$ cat config.mk
export PLATFORM = sky130hd
export DESIGN_NAME = bcd_scan_decoder
export DESIGN_NICKNAME = d
export VERILOG_FILES = /design/src/rtl/bcd_scan_decoder.sv
export SDC_FILE = /design/constraint.sdc
export NUM_CORES = 1
export LEC_CHECK = 0
export ABC_AREA = 1
export BUFFER_PORTS_ARGS = -buffer_cell sky130_fd_sc_hd__buf_2
export CORE_MARGIN = 2
export CORE_UTILIZATION = 35
export DETAILED_ROUTE_END_ITERATION = 16
export SLEW_MARGIN = 0
export SYNTH_ARGS = -nofsm -noshare
export SYNTH_HDL_FRONTEND = slang
export SYNTH_SLANG_ARGS = --single-unit
$ cat constraint.sdc
create_clock -name clk -period 4.9 [get_ports clk]
set_input_delay 0.49 -clock clk [delete_from_list [all_inputs] [get_ports clk]]
set_output_delay 0.49 -clock clk [all_outputs]
set_load 0.05 [all_outputs]
$ cat src/rtl/bcd_scan_decoder.sv
// bcd_scan_decoder: multi-digit BCD decoder with time-multiplexed digit scanning.
// A packed BCD word is accepted over a load/ready handshake. It is held in an active
// register and scanned one digit at a time. Each digit is shown for DIV cycles as a
// one-hot decimal decode plus a one-hot digit select. A value loaded mid-frame waits
// in a shadow register and swaps in at the next frame wrap, so a frame is never torn.
// Optional feature: define BCD_SCAN_BLANK_LZ_EN for leading-zero blanking.
module bcd_scan_decoder #(
    parameter int DIGITS = 4,
    parameter int DIV    = 4
) (
    input  logic                clk,
    input  logic                rst_n,
    input  logic                load,
    input  logic [4*DIGITS-1:0] bcd_in,
    input  logic                enable,
    output logic                ready,
    output logic [9:0]          out,
    output logic [DIGITS-1:0]   digit_sel,
    output logic                invalid,
    output logic                frame_done
);

    localparam int IDX_W = (DIGITS > 1) ? $clog2(DIGITS) : 1;
    localparam int DIV_W = (DIV > 1) ? $clog2(DIV) : 1;
    localparam logic [IDX_W-1:0] LAST_IDX = IDX_W'(DIGITS - 1);
    localparam logic [DIV_W-1:0] LAST_DIV = DIV_W'(DIV - 1);

    typedef enum logic {
        S_IDLE = 1'b0,
        S_SCAN = 1'b1
    } state_t;

    // Architectural state
    state_t              r_state;
    logic [4*DIGITS-1:0] r_active;
    logic [4*DIGITS-1:0] r_shadow;
    logic [IDX_W-1:0]    r_idx;
    logic [DIV_W-1:0]    r_div;
    logic                r_ready;

    // Registered outputs
    logic [9:0]          r_out;
    logic [DIGITS-1:0]   r_sel;
    logic                r_invalid;
    logic                r_frame_done;

    // Next-state values
    logic                w_accept;
    logic                w_div_last;
    logic                w_frame_end;
    state_t              w_state_n;
    logic [4*DIGITS-1:0] w_active_n;
    logic [4*DIGITS-1:0] w_shadow_n;
    logic [IDX_W-1:0]    w_idx_n;
    logic [DIV_W-1:0]    w_div_n;
    logic                w_ready_n;

    // Next output values, derived from the next state so outputs track the held digit
    logic                w_show_n;
    logic [3:0]          w_digit_n;
    logic                w_blank_n;
    logic [9:0]          w_out_n;
    logic [DIGITS-1:0]   w_sel_n;
    logic                w_invalid_n;
    logic                w_frame_done_n;

    // Extract the 4-bit digit at position idx from a packed word
    function automatic logic [3:0] digit_at(input logic [4*DIGITS-1:0] word,
                                            input logic [IDX_W-1:0]    idx);
        logic [3:0] d;
        d = 4'd0;
        for (int i = 0; i < DIGITS; i++) begin
            if (IDX_W'(i) == idx) begin
                d = word[4*i +: 4];
            end
        end
        return d;
    endfunction

    // One-hot decimal decode; codes 10-15 decode to all zeros
    function automatic logic [9:0] decode_onehot(input logic [3:0] d);
        logic [9:0] o;
        o = '0;
        for (int i = 0; i < 10; i++) begin
            o[i] = (d == 4'(i));
        end
        return o;
    endfunction

    // One-hot digit select for the given index
    function automatic logic [DIGITS-1:0] select_onehot(input logic [IDX_W-1:0] idx);
        logic [DIGITS-1:0] s;
        s = '0;
        for (int i = 0; i < DIGITS; i++) begin
            s[i] = (IDX_W'(i) == idx);
        end
        return s;
    endfunction

`ifdef BCD_SCAN_BLANK_LZ_EN
    // A digit above the highest nonzero digit is a leading zero; digit 0 never is,
    // and codes 10-15 count as nonzero
    function automatic logic is_blanked(input logic [4*DIGITS-1:0] word,
                                        input logic [IDX_W-1:0]    idx);
        int hi;
        hi = 0;
        for (int i = 0; i < DIGITS; i++) begin
            if (word[4*i +: 4] != 4'd0) begin
                hi = i;
            end
        end
        return (int'(idx) > hi);
    endfunction
`endif

    // Handshake, scan counters and double-buffer transfer for the coming edge
    always_comb begin
        w_accept    = load && r_ready;
        w_div_last  = (r_div == LAST_DIV);
        w_frame_end = (r_state == S_SCAN) && enable && w_div_last && (r_idx == LAST_IDX);

        w_state_n  = r_state;
        w_active_n = r_active;
        w_shadow_n = r_shadow;
        w_idx_n    = r_idx;
        w_div_n    = r_div;
        w_ready_n  = r_ready;

        case (r_state)
            S_IDLE: begin
                // First value goes straight to active; the shadow stays free
                if (w_accept) begin
                    w_state_n  = S_SCAN;
                    w_active_n = bcd_in;
                    w_idx_n    = '0;
                    w_div_n    = '0;
                end
            end
            S_SCAN: begin
                // Divider and index only move while enabled
                if (enable) begin
                    if (w_div_last) begin
                        w_div_n = '0;
                        w_idx_n = (r_idx == LAST_IDX) ? '0 : r_idx + IDX_W'(1);
                    end else begin
                        w_div_n = r_div + DIV_W'(1);
                    end
                end
                if (w_frame_end) begin
                    // Pending shadow swaps in at the wrap; with the shadow free,
                    // a load on this edge bypasses it
                    if (!r_ready) begin
                        w_active_n = r_shadow;
                        w_ready_n  = 1'b1;
                    end else if (w_accept) begin
                        w_active_n = bcd_in;
                    end
                end else if (w_accept) begin
                    w_shadow_n = bcd_in;
                    w_ready_n  = 1'b0;
                end
            end
            default: begin
                w_state_n = S_IDLE;
            end
        endcase
    end

    // Output decode computed from the state that will be held after the edge
    always_comb begin
        w_show_n  = (w_state_n == S_SCAN) && enable;
        w_digit_n = digit_at(w_active_n, w_idx_n);
`ifdef BCD_SCAN_BLANK_LZ_EN
        w_blank_n = is_blanked(w_active_n, w_idx_n);
`else
        w_blank_n = 1'b0;
`endif
        w_out_n        = (w_show_n && !w_blank_n) ? decode_onehot(w_digit_n) : '0;
        w_sel_n        = w_show_n ? select_onehot(w_idx_n) : '0;
        w_invalid_n    = w_show_n && (w_digit_n > 4'd9);
        w_frame_done_n = w_frame_end;
    end

    // State machine, buffers and registered outputs
    always_ff @(posedge clk or negedge rst_n) begin
        if (!rst_n) begin
            r_state      <= S_IDLE;
            r_active     <= '0;
            r_shadow     <= '0;
            r_idx        <= '0;
            r_div        <= '0;
            r_ready      <= 1'b1;
            r_out        <= '0;
            r_sel        <= '0;
            r_invalid    <= 1'b0;
            r_frame_done <= 1'b0;
        end else begin
            r_state      <= w_state_n;
            r_active     <= w_active_n;
            r_shadow     <= w_shadow_n;
            r_idx        <= w_idx_n;
            r_div        <= w_div_n;
            r_ready      <= w_ready_n;
            r_out        <= w_out_n;
            r_sel        <= w_sel_n;
            r_invalid    <= w_invalid_n;
            r_frame_done <= w_frame_done_n;
        end
    end

    assign ready      = r_ready;
    assign out        = r_out;
    assign digit_sel  = r_sel;
    assign invalid    = r_invalid;
    assign frame_done = r_frame_done;

endmodule

==> impl_metrics.toml, run 1 <==
[critical_path]
crit_type = "flop to flop"
crit_arrival_ns = 2.80
r2r_start = "ready"
path_max_fanout = 36
r2r_end = "out[5]"
cp.required_ns = 5.14
endpoint_kind = "flop"
critPathLaunchType = "flop"
r2r_cells = 10
reg2reg_slack_ns = 2.34

[clock_network]
cts_hold_buf = 0
clock_path_buffers = 2
cts.repair_timing.setup_buffer_count = 0
clk_pin_slew_ns = 0.10
root_buffer = "clkbuf_8"
cts_sinks = 54
htree_levels = 2
clock_latency_ns = 0.31
numCtsBuffers = 5
cts_tree = "done"
cts_resized = 0

[grt]
met3_usage_pct = 3.17
track_usage_pct = 15.5
grt_use_met1_pct = 19.8
grt_pass1_vias = 2602
grt_util_met2_pct = 27.1
grt_busiest_layer = "met2"
overflow = 0
antenna_found_initial = 0
grt_pass1_wl_um = 12000
grt_max_degree = 55

[sta]
final_hold_viol_count = 0
grt_setup_unrepaired = "no"
slew_violations = 0
tns_ns = 0
fmax_mhz = 390
worst_pin_slew_ns = 0.689
max_slew_margin_pct = 54.1
period_minus_slack_ns = 2.56
finalCritPeriodShare_pct = 52.3
setup_viol = 0
finalClockSkew_ns = 0.00573
setup_ws_ns = 2.34

[floorplan]
start_util_pct = 35.6
rows = 34
die_h_um = 97.2
dieArea_um2 = 9450
core_um2 = 8550
ios = 37
fp.dieW_um = 97.2

[finish]
final_cell_mix = "nand2_1, nor2_1, dfrtp_1"
layout_commonest_cell = "nand2_1"
fin_nets = 461
n_antenna_cell = 0
drive_above_1_share_pct = 19.8
area_delta_synth_final_pct = 10.9
nFillCells = 883

[placement]
dp_hpwl_um = 4960
place.gp.congestion = 0.830
pre_cts_ws_ns = 2.37
io_buffers = 36

[run_status]
status = "complete, no violations"

[power]
cellPowerDensity_nw_per_um2 = 651
p_leak_nw = 1.81
ir_worst_vdd_mv = 0.194

[yosys]
synth_edf_count = 0
syn_nets = 430
synth.avg_cell_area_um2 = 7.45
dominantRegCellSynth = "dfrtp_1"
syn_inst = 408
ys_seq_area_share_pct = 44.5
yosys_warnings = 0
synth_cell_types = 30
synthArstFlopShare_pct = 100
ys_seq_elements = 54
netlist_area_um2 = 3040

[drt]
drt_pass1_iterations = 4
wl_per_cell_um = 12.4
drc_errors = 0
antenna_left = 0
dr.first_iter.drc_count = 139
vias = 2585
wl_um = 6790
via_per_inst = 4.72

[job]
maxCapViolCount = 0

[worst_hold_path]
min_path_type = "input pin to asynchronous set/reset pin"
cells by family (layout without fill, tap and decap cells):
kind of cell,after synthesis,after routing,share of synthesized area [%]
DFF,54,54,44.5
AOI/OAI and AO/OA,40,40,7.16
and+or+nand+nor,252,252,38.3
adders and majority gates,2,2,0.823
buffers and inverters,60,92,9.22
worst max-delay path, cell delays in order, from the launching register on:
cell and delay (ns):
dfstp_2 1.00, nand2_8 0.26, inv_2 0.15, nor2_1 0.07, nand2_1 0.11, nand2_2 0.09
nor2_1 0.23, nand3_1 0.18, nand4_1 0.17, nand2_2 0.10, nor2_1 0.12
state kept, by name, indices dropped and copies added (netlist names):
name	cells
out	10
frame_done	1
r_div	2
r_shadow	16
r_idx	2
digit_sel	4
ready	1
invalid	1
r_state	1
r_active	16
stage by stage:
step | hold slack, ns | util [%] | cell area (um2) | std cells | total power [W]
6_report | 0.287 | 39.4 | 3370 | 548 | 0.00220
5_1_grt | 0.369 | 39.4 | 3370 | 548 | 0.00241
4_1_cts | 0.331 | 39.4 | 3370 | 548 | 0.00222
3_5_place_dp | 0.463 | 38.2 | 3260 | 540 | 0.00191
3_3_place_gp | 0.460 | 38.2 | 3260 | 540 | 0.00189
2_1_floorplan | 0.194 | - | 3040 | 408 | 0.00167
cells in the mapped netlist, types with 2 or more instances:
cell type,number,area (um2)
a21oi_1,5,25.0
a21boi_0,3,22.5
inv_1,40,150
nand2_4,2,22.5
nand2_1,117,439
nand2_2,8,50.1
inv_2,6,22.5
nor2_4,5,56.3
ha_1,2,25.0
o21ai_1,6,30.0
nand3_1,34,170
buf_2,4,20.0
nor2_1,63,236
nand4_1,4,25.0
nor2_2,5,31.3
nand3_2,5,50.1
clkbuf_1,2,7.51
dfrtp_1,53,1330
or2_2,5,31.3
o21ai_0,23,115
a21oi_2,2,17.5
buf_4,2,15.0
buf_6,5,56.3
layout make-up:
| type | instances | area [um2] | share of cell area (%) |
|---|---|---|---|
| Tap cell | 108 | 135 | 4.01 |
| Multi-Input combinational cell | 294 | 1410 | 41.7 |
| Timing Repair Buffer | 37 | 188 | 5.56 |
| Clock buffer | 5 | 68.8 | 2.04 |
| Clock inverter | 3 | 40.0 | 1.19 |
| Sequential cell | 54 | 1350 | 40.1 |
| Inverter | 47 | 181 | 5.38 |
worst max-delay path by stage:
| stage | start | to | slack, ns | depth (start not counted) |
|---|---|---|---|---|
| after global routing | ready | out[3] | 2.07 | 10 |
| after global placement | ready | out[4] | 2.42 | 10 |
| after floorplan | ready | out[5] | 2.91 | 12 |
| final | ready | out[5] | 2.34 | 10 |
| after CTS | ready | out[5] | 2.35 | 10 |
| after detailed placement | ready | out[5] | 2.37 | 10 |
routing by layer:
layer	routed length, um	vias to the layer above
met5	0	-
met2	3330	44
li1	-	1332
met3	225	6
met1	3170	1203
met4	63	0
power breakdown:
group / switching [W] / internal (W)
clock network: 0.000148 / 0.000151
registers: 0.000120 / 0.000633
logic: 0.000799 / 0.000345
No activity file was read; power rests on OpenSTA's default activity.
==> run 2: changes to the inputs <==
==> constraint.sdc (replaced) <==
create_clock -name clk -period 2.22 [get_ports clk]
set_input_delay 0.222 -clock clk [delete_from_list [all_inputs] [get_ports clk]]
set_output_delay 0.222 -clock clk [all_outputs]
set_load 0.05 [all_outputs]
==> impl_metrics.toml, run 2 (synthesis results as in run 1) <==
[sta]
final_hold_viol_count = 0
slew_violations = 0
period_minus_slack_ns = 2.03
tns_ns = 0
worst_pin_slew_ns = 0.519
grt_setup_unrepaired = "no"
fmax_mhz = 493
setup_viol = 0
finalClockSkew_ns = 0.00673
max_slew_margin_pct = 65.4
finalCritPeriodShare_pct = 91.5

[critical_path]
r2r_end = "out[3]"
reg2reg_slack_ns = 0.19
path_max_fanout = 20
crit_arrival_ns = 2.29
critPathLaunchType = "flop"
r2r_cells = 11
r2r_start = "ready"
cp.required_ns = 2.48
endpoint_kind = "flop"
crit_type = "flop to flop"

[floorplan]
die_h_um = 97.2
fp.dieW_um = 97.2
rows = 34
start_util_pct = 35.6
core_um2 = 8550
dieArea_um2 = 9450
ios = 37

[power]
clockPowerShare_pct = 12.1
ir_worst_vdd_mv = 0.485
p_leak_nw = 1.82
p_switching_w = 0.00241
p_seq_share_pct = 33.1
p_sw_share_pct = 49.9
p_int_w = 0.00242
power_frac_comb_pct = 54.8
power_w = 0.00483
cellPowerDensity_nw_per_um2 = 1410

[clock_network]
htree_levels = 2
cts.repair_timing.setup_buffer_count = 0
cts_tree = "done"
root_buffer = "clkbuf_8"
numCtsBuffers = 5
clock_path_buffers = 2
clk_pin_slew_ns = 0.11
clock_latency_ns = 0.32
cts_sinks = 54

[finish]
fin_cells = 554
layout_commonest_cell = "nand2_1"
multi_input_area_um2 = 1420
nFillCells = 908
n_antenna_cell = 0
final_cell_mix = "nand2_1, nor2_1, dfrtp_1"
area_delta_synth_final_pct = 12.5
final_cell_area_um2 = 3420
fin_nets = 467
drive_above_1_share_pct = 20.9
seq_area_um2 = 1350

[drt]
highest_layer = "met4"
met2_length_um = 3240
antenna_left = 0
via_per_inst = 4.65
vias = 2576
drt-met1-wl_um = 3420
wl_per_cell_um = 12.7
wl_um = 7030
met3_length_um = 248
drc_errors = 0
drt_pass1_iterations = 5
dr.first_iter.drc_count = 138

[placement]
place.gp.congestion = 0.838
placed_cell_area_um2 = 3300
dp_hpwl_um = 5190
io_buffers = 36
place_inst = 545

[worst_hold_path]
min_path_cells = 3
hold_path_startpoint = "bcd_in[9]"
hold-path-endpoint = "r_shadow[9]"
min_path_type = "input pin to flop"

[grt]
grt_max_degree = 36
overflow = 0
antenna_found_initial = 0
track_usage_pct = 15.6
grt_pass1_vias = 2496
grt_pass1_wl_um = 12000

[run_status]
status = "complete, no violations"

[job]
maxCapViolCount = 0
## run 2: cell count changes in the layout (fill, tap and decap cells not counted), sizes merged
cell / previous run / this run
buf: 37 / 42
bufinv: 1 / 0
clkinv: 2 / 3
dlygate4sd3: 0 / 1
## run 2: cell type report
| cell class | instances | area share, % |
|---|---|---|
| timing repair buffer | 43 | 6.99 |
| sequential | 54 | 39.6 |
| multi-input combinational | 294 | 41.4 |
| clock buffer | 5 | 2.01 |
| tap | 108 | 3.95 |
| clock inverter | 3 | 0.768 |
| inverter | 47 | 5.30 |
## run 2: power by group through the flow
stage          Sequential [W]  Combinational, W  Clock (W)
6_report              0.00160           0.00264   0.000582
5_1_grt               0.00165           0.00300   0.000647
4_1_cts               0.00160           0.00264   0.000600
3_5_place_dp          0.00162           0.00262          0
3_3_place_gp          0.00161           0.00260          0
2_1_floorplan         0.00192           0.00177          0
## run 2: timing repair
action	4_1_cts	5_1_grt
setup endpoints to repair	0	12
gates resized for setup	0	3
hold endpoints to repair	19	0
hold buffers	1	0
## run 2: worst max-delay path, stage by stage (launching register included)
cell and delay, ns:
dfstp_2 0.61, nand2_8 0.13, buf_4 0.20, nor2_1 0.09
nor2_1 0.06, nand2_2 0.14, nand2_2 0.09, inv_2 0.11
nand3_2 0.11, nand4_1 0.17, nand3_1 0.13, nor2_1 0.12
## run 2: worst max-delay path by stage
| stage | from | endpoint | cells past startpoint |
|---|---|---|---|
| finish | ready | out[3] | 11 |
| global route | ready | out[1] | 9 |
| CTS | r_state | out[2] | 10 |
| detailed placement | r_state | out[2] | 10 |
| global placement | r_state | out[1] | 9 |
| floorplan | ready | out[5] | 12 |
## run 2: through the flow
stage | hold WS (ns) | utilization [%] | worst slack [ns]
2_1_floorplan | -0.0736 | - | 0.234
3_3_place_gp | 0.224 | 38.6 | 0.0454
3_5_place_dp | 0.235 | 38.6 | 0.0240
4_1_cts | 0.114 | 39.8 | 0.0173
5_1_grt | 0.127 | 40.0 | 0.0251
6_report | 0.118 | 40.0 | 0.190
## run 2: routing by layer
metal / track usage [%] / vias to the layer above
li1: - / 1346
met1: 21.0 / 1181
met2: 25.3 / 39
met3: 3.38 / 10
met4: 4.55 / 0
met5: 0 / -
==> run 3: changes to the inputs <==
--- a/config.mk
+++ b/config.mk
@@ -6,10 +6,10 @@
 export NUM_CORES = 1
 export LEC_CHECK = 0
 export ABC_AREA = 1
-export BUFFER_PORTS_ARGS = -buffer_cell sky130_fd_sc_hd__buf_2
 export CORE_MARGIN = 2
 export CORE_UTILIZATION = 35
 export DETAILED_ROUTE_END_ITERATION = 16
+export DONT_BUFFER_PORTS = 1
 export SLEW_MARGIN = 0
 export SYNTH_ARGS = -nofsm -noshare
 export SYNTH_HDL_FRONTEND = slang
==> constraint.sdc (replaced) <==
create_clock -name clk -period 2.6 [get_ports clk]
set_input_delay 0.26 -clock clk [delete_from_list [all_inputs] [get_ports clk]]
set_output_delay 0.26 -clock clk [all_outputs]
set_load 0.05 [all_outputs]
==> impl_metrics.toml, run 3 (synthesis results as in run 1) <==
[run_status]
status = "complete, no violations"

[power]
p_leak_nw = 1.65
cellPowerDensity_nw_per_um2 = 1250
ir_worst_vdd_mv = 0.316

[floorplan]
core_um2 = 8550
die_h_um = 97.2
dieArea_um2 = 9450
rows = 34
start_util_pct = 35.6
fp.dieW_um = 97.2
ios = 37

[critical_path]
crit_family = "buffers and inverters"
setup.worst_path.start = "ready"
cpPeakStageDelay_ns = 0.59
path_max_fanout = 35
critPathSlowestCell = "dfstp_2"
crit_type = "flop to flop"
critPathLaunchType = "flop"
r2r_cells = 9
crit_chain = "buf_4 -> inv_1 -> o21ai_0 -> nand2_1 -> nand3b_1 -> nand3_2 -> nor2_4 -> nand2_2 -> nor2_1"
r2r_end = "out[2]"
cp.required_ns = 2.84
crit_arrival_ns = 2.46
r2r_start = "ready"
endpoint_kind = "flop"
reg2reg_slack_ns = 0.39
worst-path-buf-inv = 2

[finish]
postLayoutCoreUtil_pct = 37.6
layout_commonest_cell = "nand2_1"
nFillCells = 899
final_cell_mix = "nand2_1, nor2_1, dfrtp_1"
n_antenna_cell = 0
area_delta_synth_final_pct = 5.68
fin_nets = 427
fin_cells = 514
drive_above_1_share_pct = 12.6

[grt]
track_usage_pct = 15.9
grt_pass1_vias = 2506
antenna_found_initial = 0
grt_max_degree = 55
overflow = 0
grt_pass1_wl_um = 12200

[sta]
max_slew_margin_pct = 60.9
period_minus_slack_ns = 2.21
setup_ws_ns = 0.389
grt_setup_unrepaired = "no"
finalClockSkew_ns = 0.00706
tns_ns = 0
fmax_mhz = 452
setup_viol = 0
finalCritPeriodShare_pct = 85.0
slew_violations = 0
final_hold_viol_count = 0
worst_pin_slew_ns = 0.586

[drt]
wl_per_cell_um = 13.6
drt_pass1_iterations = 4
drc_errors = 0
wl_um = 6990
via_per_inst = 4.85
antenna_left = 0
dr.first_iter.drc_count = 111
vias = 2494

[clock_network]
numCtsBuffers = 5
cts_tree = "done"
clk_pin_slew_ns = 0.10
clock_latency_ns = 0.31
root_buffer = "clkbuf_8"
htree_levels = 2
cts_sinks = 54
clock_path_buffers = 2
cts.repair_timing.setup_buffer_count = 0
cts_resized = 0

[worst_hold_path]
min_path_cells = 2
hold_path_startpoint = "bcd_in[5]"
min_path_type = "input pin to flop"
hold-path-endpoint = "r_shadow[5]"

[placement]
dp_hpwl_um = 5140
pre_cts_ws_ns = 0.415
io_buffers = 0
place_inst = 504
place.gp.congestion = 0.792

[job]
maxCapViolCount = 0
## run 3: layout make-up
type / count / area, um2 / share of cell area (%)
Multi-Input combinational cell: 294 / 1410 / 43.8
Sequential cell: 54 / 1350 / 42.1
Inverter: 47 / 181 / 5.65
Tap cell: 108 / 135 / 4.21
Clock buffer: 7 / 86.3 / 2.69
Timing Repair Buffer: 3 / 45.0 / 1.40
Clock inverter: 1 / 5.00 / 0.156
## run 3: worst max-delay path by stage
stage               slack (ns)  cells past startpoint     end
floorplan                 0.61                     12  out[5]
global placement          0.47                      9  out[1]
detailed placement        0.41                      9  out[2]
CTS                       0.41                      9  out[2]
global route              0.17                      9  out[1]
finish                    0.39                      9  out[2]
## run 3: power breakdown
part | leakage [nW] | switching (W) | internal [W] | total [W]
Combinational | 0.944 | 0.00126 | 0.000596 | 0.00185
Sequential | 0.660 | 0.000464 | 0.00119 | 0.00165
Clock | 0.0482 | 0.000278 | 0.000216 | 0.000494
Total | 1.65 | 0.00200 | 0.00200 | 0.00400
## run 3: stage by stage
stage          hold WS, ns  total power (W)  cell area [um2]
6_report            0.0564          0.00400             3210
5_1_grt             0.0553          0.00440             3210
4_1_cts             0.0480          0.00403             3210
3_5_place_dp       -0.0324          0.00351             3080
3_3_place_gp       -0.0330          0.00348             3080
2_1_floorplan      -0.0356          0.00315             3040
## run 3: routing by layer
layer / share of wire, % / wire length [um] / track usage [%]
met1: 45 / 3180 / 20.9
met2: 47 / 3300 / 25.6
met3: 5.6 / 390 / 4.39
met4: 1.8 / 123 / 5.09
met5: 0 / 0 / 0
## run 3: repair_timing
action,in CTS,in global routing
setup endpoints to repair,0,0
hold buffers,2,0
endpoints found under the hold margin,54,0
